## config.mk

```make
export PLATFORM = sky130hd
export DESIGN_NAME = ds3_frame_sync
export DESIGN_NICKNAME = d
export VERILOG_FILES = /design/src/rtl/ds3_pkg.sv /design/src/rtl/ds3_faw_detect.sv /design/src/rtl/ds3_frame_sync.sv
export SDC_FILE = /design/constraint.sdc
export NUM_CORES = 1
export LEC_CHECK = 0
export CAP_MARGIN = 20
export CORE_UTILIZATION = 61
export DETAILED_ROUTE_END_ITERATION = 12
export DONT_BUFFER_PORTS = 1
export PLACE_DENSITY = 0.75
export SYNTH_ARGS = -nofsm -noshare
export SYNTH_HDL_FRONTEND = slang
export SYNTH_HIERARCHICAL = 1
export SYNTH_SLANG_ARGS = --single-unit
```

## constraint.sdc

```tcl
create_clock -name clk -period 2.2 [get_ports clk]
set_clock_uncertainty 0.05 [all_clocks]
set_input_delay 0.33 -clock clk [delete_from_list [all_inputs] [get_ports clk]]
set_output_delay 0.33 -clock clk [all_outputs]
set_load 0.005 [all_outputs]
```

## src/rtl/ds3_pkg.sv

```systemverilog
// Shared types and constants for the DS3 receive frame alignment slice.
package ds3_pkg;

  // Alignment state: searching, confirming a candidate, locked.
  typedef enum logic [1:0] {
    HUNT    = 2'd0,
    PRESYNC = 2'd1,
    SYNC    = 2'd2
  } ds3_state_t;

  // Frame alignment word, MSB is the first bit on the line.
  localparam int                   FAW_WIDTH = 8;
  localparam logic [FAW_WIDTH-1:0] FAW       = 8'b10011001;

  // G.752 DS3 frame length and default lock/loss thresholds.
  localparam int DS3_FRAME_LEN = 200;
  localparam int DS3_CONFIRM_N = 3;
  localparam int DS3_LOSS_N    = 4;

endpackage

```

## src/rtl/ds3_faw_detect.sv

```systemverilog
// Serial FAW detector: keeps the last FAW_WIDTH-1 accepted bits and compares
// them, together with the current bit, against the alignment word.
module ds3_faw_detect
  import ds3_pkg::*;
(
  input  logic clk,
  input  logic reset,
  input  logic in,
  input  logic in_en,
  output logic match
);

  logic [FAW_WIDTH-2:0] sr;
  logic [FAW_WIDTH-1:0] w;
  logic [FAW_WIDTH-1:0] bit_eq;

  // Window is the current bit appended to the stored history (newest in LSB).
  assign w = {sr, in};

  // History register advances only on accepted bits, in every alignment state.
  always_ff @(posedge clk) begin
    if (!reset) begin
      sr <= '0;
    end else if (in_en) begin
      sr <= w[FAW_WIDTH-2:0];
    end
  end

  // Bitwise equality against the alignment word, reduced to a single match.
  genvar gi;
  generate
    for (gi = 0; gi < FAW_WIDTH; gi++) begin : g_cmp
      assign bit_eq[gi] = (w[gi] == FAW[gi]);
    end
  endgenerate

  assign match = &bit_eq;

endmodule

```

## src/rtl/ds3_frame_sync.sv

```systemverilog
// DS3 receive frame alignment: hunts for the FAW, confirms it over several
// frames, declares sync, tracks misses and strips the FAW from the payload.
module ds3_frame_sync
  import ds3_pkg::*;
#(
  parameter int FRAME_LEN = DS3_FRAME_LEN,
  parameter int CONFIRM_N = DS3_CONFIRM_N,
  parameter int LOSS_N    = DS3_LOSS_N
) (
  input  logic                           clk,
  input  logic                           reset,
  input  logic                           in,
  input  logic                           in_en,
  output logic                           in_sync,
  output logic                           frame_pulse,
  output logic                           faw_err,
  output logic                           data_out,
  output logic                           data_valid,
  output logic [$clog2(FRAME_LEN)-1:0]   bit_pos,
  output logic [$clog2(LOSS_N+1)-1:0]    miss_cnt
);

  localparam int POS_W  = $clog2(FRAME_LEN);
  localparam int MISS_W = $clog2(LOSS_N + 1);
  localparam int HIT_W  = $clog2(CONFIRM_N + 1);

  localparam logic [POS_W-1:0]  POS_LAST    = POS_W'(FRAME_LEN - 1);
  localparam logic [POS_W-1:0]  POS_CHECK   = POS_W'(FAW_WIDTH - 1);
  localparam logic [POS_W-1:0]  POS_PAYLOAD = POS_W'(FAW_WIDTH);
  localparam logic [HIT_W-1:0]  HITS_LAST   = HIT_W'(CONFIRM_N - 1);
  localparam logic [MISS_W-1:0] MISS_LAST   = MISS_W'(LOSS_N - 1);

  ds3_state_t       state;
  logic [HIT_W-1:0] hits;
  logic             match;
  logic [POS_W-1:0] pos_next;
  logic             at_check;

  ds3_faw_detect u_faw_detect (
    .clk   (clk),
    .reset (reset),
    .in    (in),
    .in_en (in_en),
    .match (match)
  );

  // bit_pos names the index of the bit about to arrive, so the bit being
  // accepted right now carries index bit_pos.
  assign pos_next = (bit_pos == POS_LAST) ? '0 : bit_pos + POS_W'(1);
  assign at_check = (bit_pos == POS_CHECK);

  // Alignment state machine with position/hit/miss counters and registered outputs.
  always_ff @(posedge clk) begin
    if (!reset) begin
      state       <= HUNT;
      hits        <= '0;
      bit_pos     <= '0;
      miss_cnt    <= '0;
      in_sync     <= 1'b0;
      frame_pulse <= 1'b0;
      faw_err     <= 1'b0;
      data_out    <= 1'b0;
      data_valid  <= 1'b0;
    end else begin
      frame_pulse <= 1'b0;
      faw_err     <= 1'b0;
      data_valid  <= 1'b0;
      if (in_en) begin
        case (state)
          HUNT: begin
            // Position-free search; a hit fixes the frame phase.
            if (match) begin
              bit_pos <= POS_PAYLOAD;
              if (CONFIRM_N == 1) begin
                state       <= SYNC;
                in_sync     <= 1'b1;
                frame_pulse <= 1'b1;
                miss_cnt    <= '0;
                hits        <= '0;
              end else begin
                state <= PRESYNC;
                hits  <= HIT_W'(1);
              end
            end
          end

          PRESYNC: begin
            bit_pos <= pos_next;
            if (at_check) begin
              if (match) begin
                if (hits == HITS_LAST) begin
                  state       <= SYNC;
                  in_sync     <= 1'b1;
                  frame_pulse <= 1'b1;
                  miss_cnt    <= '0;
                  hits        <= '0;
                end else begin
                  hits <= hits + HIT_W'(1);
                end
              end else begin
                // Candidate was payload emulating the FAW; resume hunting
                // from the next bit.
                state <= HUNT;
                hits  <= '0;
              end
            end
          end

          SYNC: begin
            bit_pos <= pos_next;
            if (bit_pos >= POS_PAYLOAD) begin
              data_out   <= in;
              data_valid <= 1'b1;
            end
            if (at_check) begin
              if (match) begin
                frame_pulse <= 1'b1;
                miss_cnt    <= '0;
              end else begin
                faw_err <= 1'b1;
                if (miss_cnt == MISS_LAST) begin
                  state    <= HUNT;
                  in_sync  <= 1'b0;
                  miss_cnt <= '0;
                end else begin
                  miss_cnt <= miss_cnt + MISS_W'(1);
                end
              end
            end
          end

          default: begin
            state   <= HUNT;
            in_sync <= 1'b0;
          end
        endcase
      end
    end
  end

endmodule

```

; Word-level counts from Yosys, hierarchy flattened
; Cells that the tools add are included.
[op_classes]
add_sub_neg = 3
n_mul = 0
div_mod_pow = 0
order_cmp = 1
n_eq_ne = 14
shift = 0
muxes = 37
n_bitwise = 5
reduce_logical = 15
[op_table]
columns = op, count
row1 = 2-bit two-way mux, 10
row2 = 3-bit two-way mux, 6
row3 = 8-bit two-way mux, 2
row4 = 8-bit case mux with 2 select lines, 1
row5 = 8-bit AND reduction, 2
row6 = "2-bit inequality test, second input constant", 7
row7 = 1-bit two-way mux, 13
row8 = 3-bit AND reduction, 3
row9 = "8-bit by 1-bit adder with 8-bit output, second input constant", 1
row10 = "8-bit by 3-bit equality test with 1-bit output, second input constant", 1
row11 = "8-bit equality test, second input constant", 1
row12 = "8-bit by 4-bit greater-or-equal comparator with 1-bit output, second input constant", 1
row13 = 4-bit AND reduction, 2
row14 = 7-bit AND reduction, 1
row15 = 2-bit case mux with 3 select lines, 1
row16 = 3-bit case mux with 2 select lines, 1
row17 = 6-bit AND reduction, 1
row18 = 2-bit nonzero test, 3
row19 = 1-bit inverter, 5
row20 = "2-bit equality test, second input constant", 2
row21 = 2-bit case mux with 2 select lines, 1
row22 = "3-bit by 1-bit adder with 3-bit output, second input constant", 1
row23 = "3-bit by 2-bit equality test with 1-bit output, second input constant", 1
row24 = "3-bit inequality test, second input constant", 1
row25 = 7 further kinds, 7
[totals]
regBits = 27
latchBits = 0
ram_bits = 0
mem_bits_ro = 0
in_bits = 4
output_inout_bits = 16
elab_cells = 85
n_memories = 0

; Logic depth before layout (Yosys ltp)
[logic_depth]
word_depth = 5
depth_mapped = 8
mapped_depth_nobuf = 7

; Modules after synthesis
; The synthesis kept the hierarchy.
[by_module_without_submodules]
columns = module, n_inst, cells_per_inst, area_per_inst_um2, seq_area_each_um2
row1 = ds3_frame_sync, 1, 136, 1096.1, 400.4
row2 = ds3_faw_detect, 1, 25, 292.8, 140.1

; Least setup slack after synthesis
; Ideal clock, no wire load.
[synth_path]
path_type = register to register
start = register bit_pos[0]
end = register bit_pos[7]
setup_time_ps = 62
t_arrival_ps = 1786
required_ps = 2088
slack_ps = 302
stages_incl_launch_ff = 8
n_path_buf = 1
synth_period_minus_slack_ps = 1898
path_cell_list = dfxtp_1 ha_1 and2_1 and4_1 buf_2 or2_0 or4_1 nand3_1
[synth_via]
elab_chain_cells = 3
elab_cells_between_ends = 4
classes_between = add/sub (1) / eq/ne (1) / mux (2)
[synth_rtl]
columns = element, line_no
row1 = from (decl), ds3_frame_sync.sv:19  ; output logic [$clog2(FRAME_LEN)-1:0] bit_pos,
row2 = from (signal assigned), ds3_frame_sync.sv:88  ; bit_pos <= pos_next;
row3 = from (signal assigned), ds3_frame_sync.sv:110  ; bit_pos <= pos_next;
row4 = 8-bit by 1-bit adder with 8-bit output or 8-bit equality test (tied branches), ds3_frame_sync.sv:49  ; assign pos_next = (bit_pos == POS_LAST) ? '0 : bit_pos + POS_W'(1);
row5 = 8-bit two-way mux (*), ds3_frame_sync.sv:49
row6 = 8-bit case mux with 2 select lines (*), ds3_frame_sync.sv:69  ; case (state)
; Mark *: on every way between the ends. The rest lies on a longest branch, timed or not.
; A chain may end at the register's enable or synchronous reset.

; Final worst setup path
; Same ends and word-level chain as after synthesis.

==> impl.org <==
** Status
- The run finished with clean final reports.

** Setup path
- The worst setup path is captured at a flip-flop.
- WP data required :: 2.43 ns
- The worst setup path is of the flip-flop to flip-flop kind.
- Crit Path Max Fanout :: 6
- STA classifies the critical path startpoint as a flip-flop.
- Data arrival time of the critical path :: 2.19 ns

** Detailed routing
- Detailed-router iteration count before antenna repair :: 4
- For this block, the initial DRC count from the detailed router was 36.
- After detailed routing, the total wire length is 2620 um.
- Detailed routing inserted a total of 1,153 vias.
- Antenna Nets Post-Route :: 0
- Routed len/inst :: 13.8 um
- Vias per cell :: 6.10
- For this block, wires on met1 add up to 1240 um.
- For this run, design rule violations remaining after detail routing come to 0.
- Wire segments on met2 add up to 1220 um in the final route.
- Wire length on met3 :: 123 um
- Highest signal layer in the routed design :: met4

** Layout
- Fraction of layout cells with a size suffix above 1 :: 0.0741
- Compared with the post-synthesis result, the final layout area differs by 3.69%.
- In the final design database the tool counted 173 nets.
- Number of inserted diodes :: 0
- Post-layout instance area :: 0.00144 mm2

** Power
- PnR Total Power :: 0.000723 W
- IR analysis of the VDD net gives a maximum drop of 0.000561 V.
- For this design the static power due to leakage is 0.551 nW.
- PD cells :: 502 mW/mm2

** CTS
- Num Clock Sinks :: 27
- CTS root buffer :: clkbuf_4
- Post-CTS setup-driven buffer insertion count :: 0
- Post-cts sizing count :: 0
- Number of buffers on the longest clock path :: 2
- TritonCTS built the clock tree.
- Clock latency on the worst-skew pair :: 0.32 ns
- Post-CTS Hold Buffers :: 0
- H-tree depth :: 1
- Clock-pin slew on the worst setup and hold paths :: 0.15 ns
- In this run, CTS created clock tree buffers numbering 3.

** Synth
- Predominant post-synthesis flop cell :: dfxtp_1
- After synthesis, the mean cell area works out to 8.63 um2.
- For this run, the register share of the synthesized area comes to 0.389.
- Number of enable flip-flop cells after synthesis :: 0
- Post-synthesis register bit count :: 27
- Post-Syn Nets :: 171
- Of the total synthesized cell area, the portion taken by XOR and XNOR cells is 0.00631.
- Of the total synthesized cell area, the portion taken by AND, OR, NAND and NOR gates is 0.277.
- Post-synthesis cell type count :: 38
- Share of synthesized area spent on multiplexers :: 0.0946
- Yosys printed 6 warnings.
- Of all flip-flops after synthesis, the portion carrying an async set or reset was 0.
- Of the total synthesized cell area, the portion taken by full adders, half adders and majority gates is 0.0541.
- Largest family of logic cells by synthesized area :: simple AND/OR/NAND/NOR gates
- Post-synthesis compound-gate area fraction :: 0.132
- Summing every instance area after synthesis gives 0.00139 mm2.
- Post-synthesis instance total :: 161

** GRT
- Global routing finished with a remaining overflow of 0.
- Across every metal layer, demand over resource in global routing totals 0.237.
- The first global-routing pass estimated 4560 um of wire.
- Entering global routing, the biggest net connects 24 pins.
- Number of antenna violations at the first check in global routing :: 0
- Via count of the first global-routing pass :: 1,096

** STA
- Final Hold Violating Endpoints :: 0
- For the pin with the worst max-slew slack, the measured transition is 0.508 ns.
- The count of pins over their slew limit is 0.
- Final worst-path cycle share :: 0.889
- For the final routed database, the setup TNS stands at 0 ns.
- Fin Hold WS :: 0.0707 ns
- In the post-route analysis, the smallest setup slack over all paths is 0.243 ns.
- Count of endpoints failing setup in the final report :: 0
- In this run the tightest slew margin relative to its limit is 0.658.
- Unrepaired setup endpoints after global routing :: false
- Based on the critical path, the design can be clocked at up to 511 MHz.
- The clock period could shrink to 1.96 ns.

** Floorplan
- Top Ports :: 20
- The floorplan step defined a die boundary enclosing 0.00247 mm2.
- The floorplan step set the die height to 49.7 um.
- The die is 49.7 um wide.
- Initial standard-cell utilization of the core :: 0.680
- Row generation in the floorplan step produced 16 rows.
- The region available for standard cell placement spans 0.00204 mm2.

** Placement
- Placed wire-length estimate :: 1960 um
- Number of buffers added on ports :: 0
- The placed instances occupy a cell area of 0.00141 mm2.
- At the end of routability-driven placement, the weighted congestion stood at 0.846.
- Pre-CTS worst setup slack :: 0.278 ns

** Run
- Across the run, the number of max-cap violations was 0.

** Hold path
- The tightest min-delay check is of the input port to flip-flop type.
[layout make-up]
type	instances	area, um2
Clock buffer	3	22.5
Clock inverter	1	7.51
Fill cell	183	602
Inverter	10	37.5
Multi-Input combinational cell	119	783
Sequential cell	27	541
Tap cell	27	33.8
Timing Repair Buffer	2	15.0
[state kept, by name, summed over array words and instances (netlist names)]
signal / cells
data_valid: 1
miss_cnt: 3
faw_err: 1
in_sync: 1
data_out: 1
bit_pos: 8
hits: 2
state: 2
u_faw_detect/sr: 7
frame_pulse: 1
[kinds of logic (layout without fill, tap and decap cells)]
| kind of cell | after synthesis | in the layout |
|---|---|---|
| AO/OA/AOI/OAI | 30 | 30 |
| adder cells (fa/ha/maj) | 6 | 6 |
| buffers and inverters | 15 | 16 |
| XOR/XNOR | 1 | 1 |
| multiplexers | 13 | 13 |
| AND/OR/NAND/NOR | 69 | 69 |
| flip-flops | 27 | 27 |
[report_power, final]
part | leakage (nW) | switching, W | internal (W)
clock | 0.0139 | 0.000148 | 0.0000695
sequential | 0.218 | 0.00000197 | 0.000491
combinational | 0.319 | 0.00000503 | 0.00000694
total | 0.551 | 0.000155 | 0.000568
[synthesized netlist by cell type (all sizes together), types with 3 or more instances]
master  instances  area share
or3             3       0.014
o21ai           9       0.032
a21oi          10       0.036
nand2b          3       0.014
mux2i          12       0.086
nand3          10       0.036
nand2          12       0.032
a211oi          4       0.022
inv             9       0.024
nor2           13       0.035
nor2b           7       0.032
and2            4       0.018
dfxtp          27        0.39
nor3            4       0.018
ha              6       0.054
clkbuf          3      0.0081
[worst paths after layout]
check,startpoint,end,slack (ns),cells past startpoint
setup reg to reg,bit_pos[0]$_SDFFE_PN0P_,bit_pos[7]$_SDFFE_PN0P_,0.24,6
hold reg to reg,state[0]$_SDFFE_PN0P_,state[0]$_SDFFE_PN0P_,0.44,2
hold / removal,reset,u_faw_detect/sr[2]$_SDFFE_PN0P_,0.07,1
setup / recovery,bit_pos[0]$_SDFFE_PN0P_,bit_pos[7]$_SDFFE_PN0P_,0.24,6
[per-layer routing]
| layer | up-vias | global-route usage |
|---|---|---|
| met4 | 0 | 0.0762 |
| met2 | 25 | 0.390 |
| met1 | 547 | 0.307 |
| met3 | 6 | 0.0494 |
| met5 | - | 0 |
| li1 | 575 | - |
[placed cells by master (no fill, tap or decap), types with 2 or more instances in the layout]
master     n
or3_1      3
dfxtp_1   27
nor2b_1    7
nor2_1    13
nand3_1   10
clkbuf_4   3
mux2i_1   12
nand2_1   12
and2_1     4
ha_1       6
buf_4      2
nand4b_1   2
o211a_1    2
nor3b_1    2
nand2b_1   3
a211oi_1   4
o21ai_0    9
inv_1      9
a21oi_1   10
a31oi_1    2
nor3_1     3
[metrics by stage]
stage                     cells   util
after global placement      185  0.691
after CTS                   189  0.705
final                       189  0.705
after global routing        189  0.705
after floorplan             161      -
after detailed placement    185  0.691
[worst max-delay path: stages, from the launching register on]
cell     delay [ns]
dfxtp_1        0.39
ha_1           0.25
and2_1         0.19
and4_1         0.25
or2_0          0.22
or4_1          0.46
nand3_1        0.09
No activity file was read; power rests on OpenSTA's default activity.
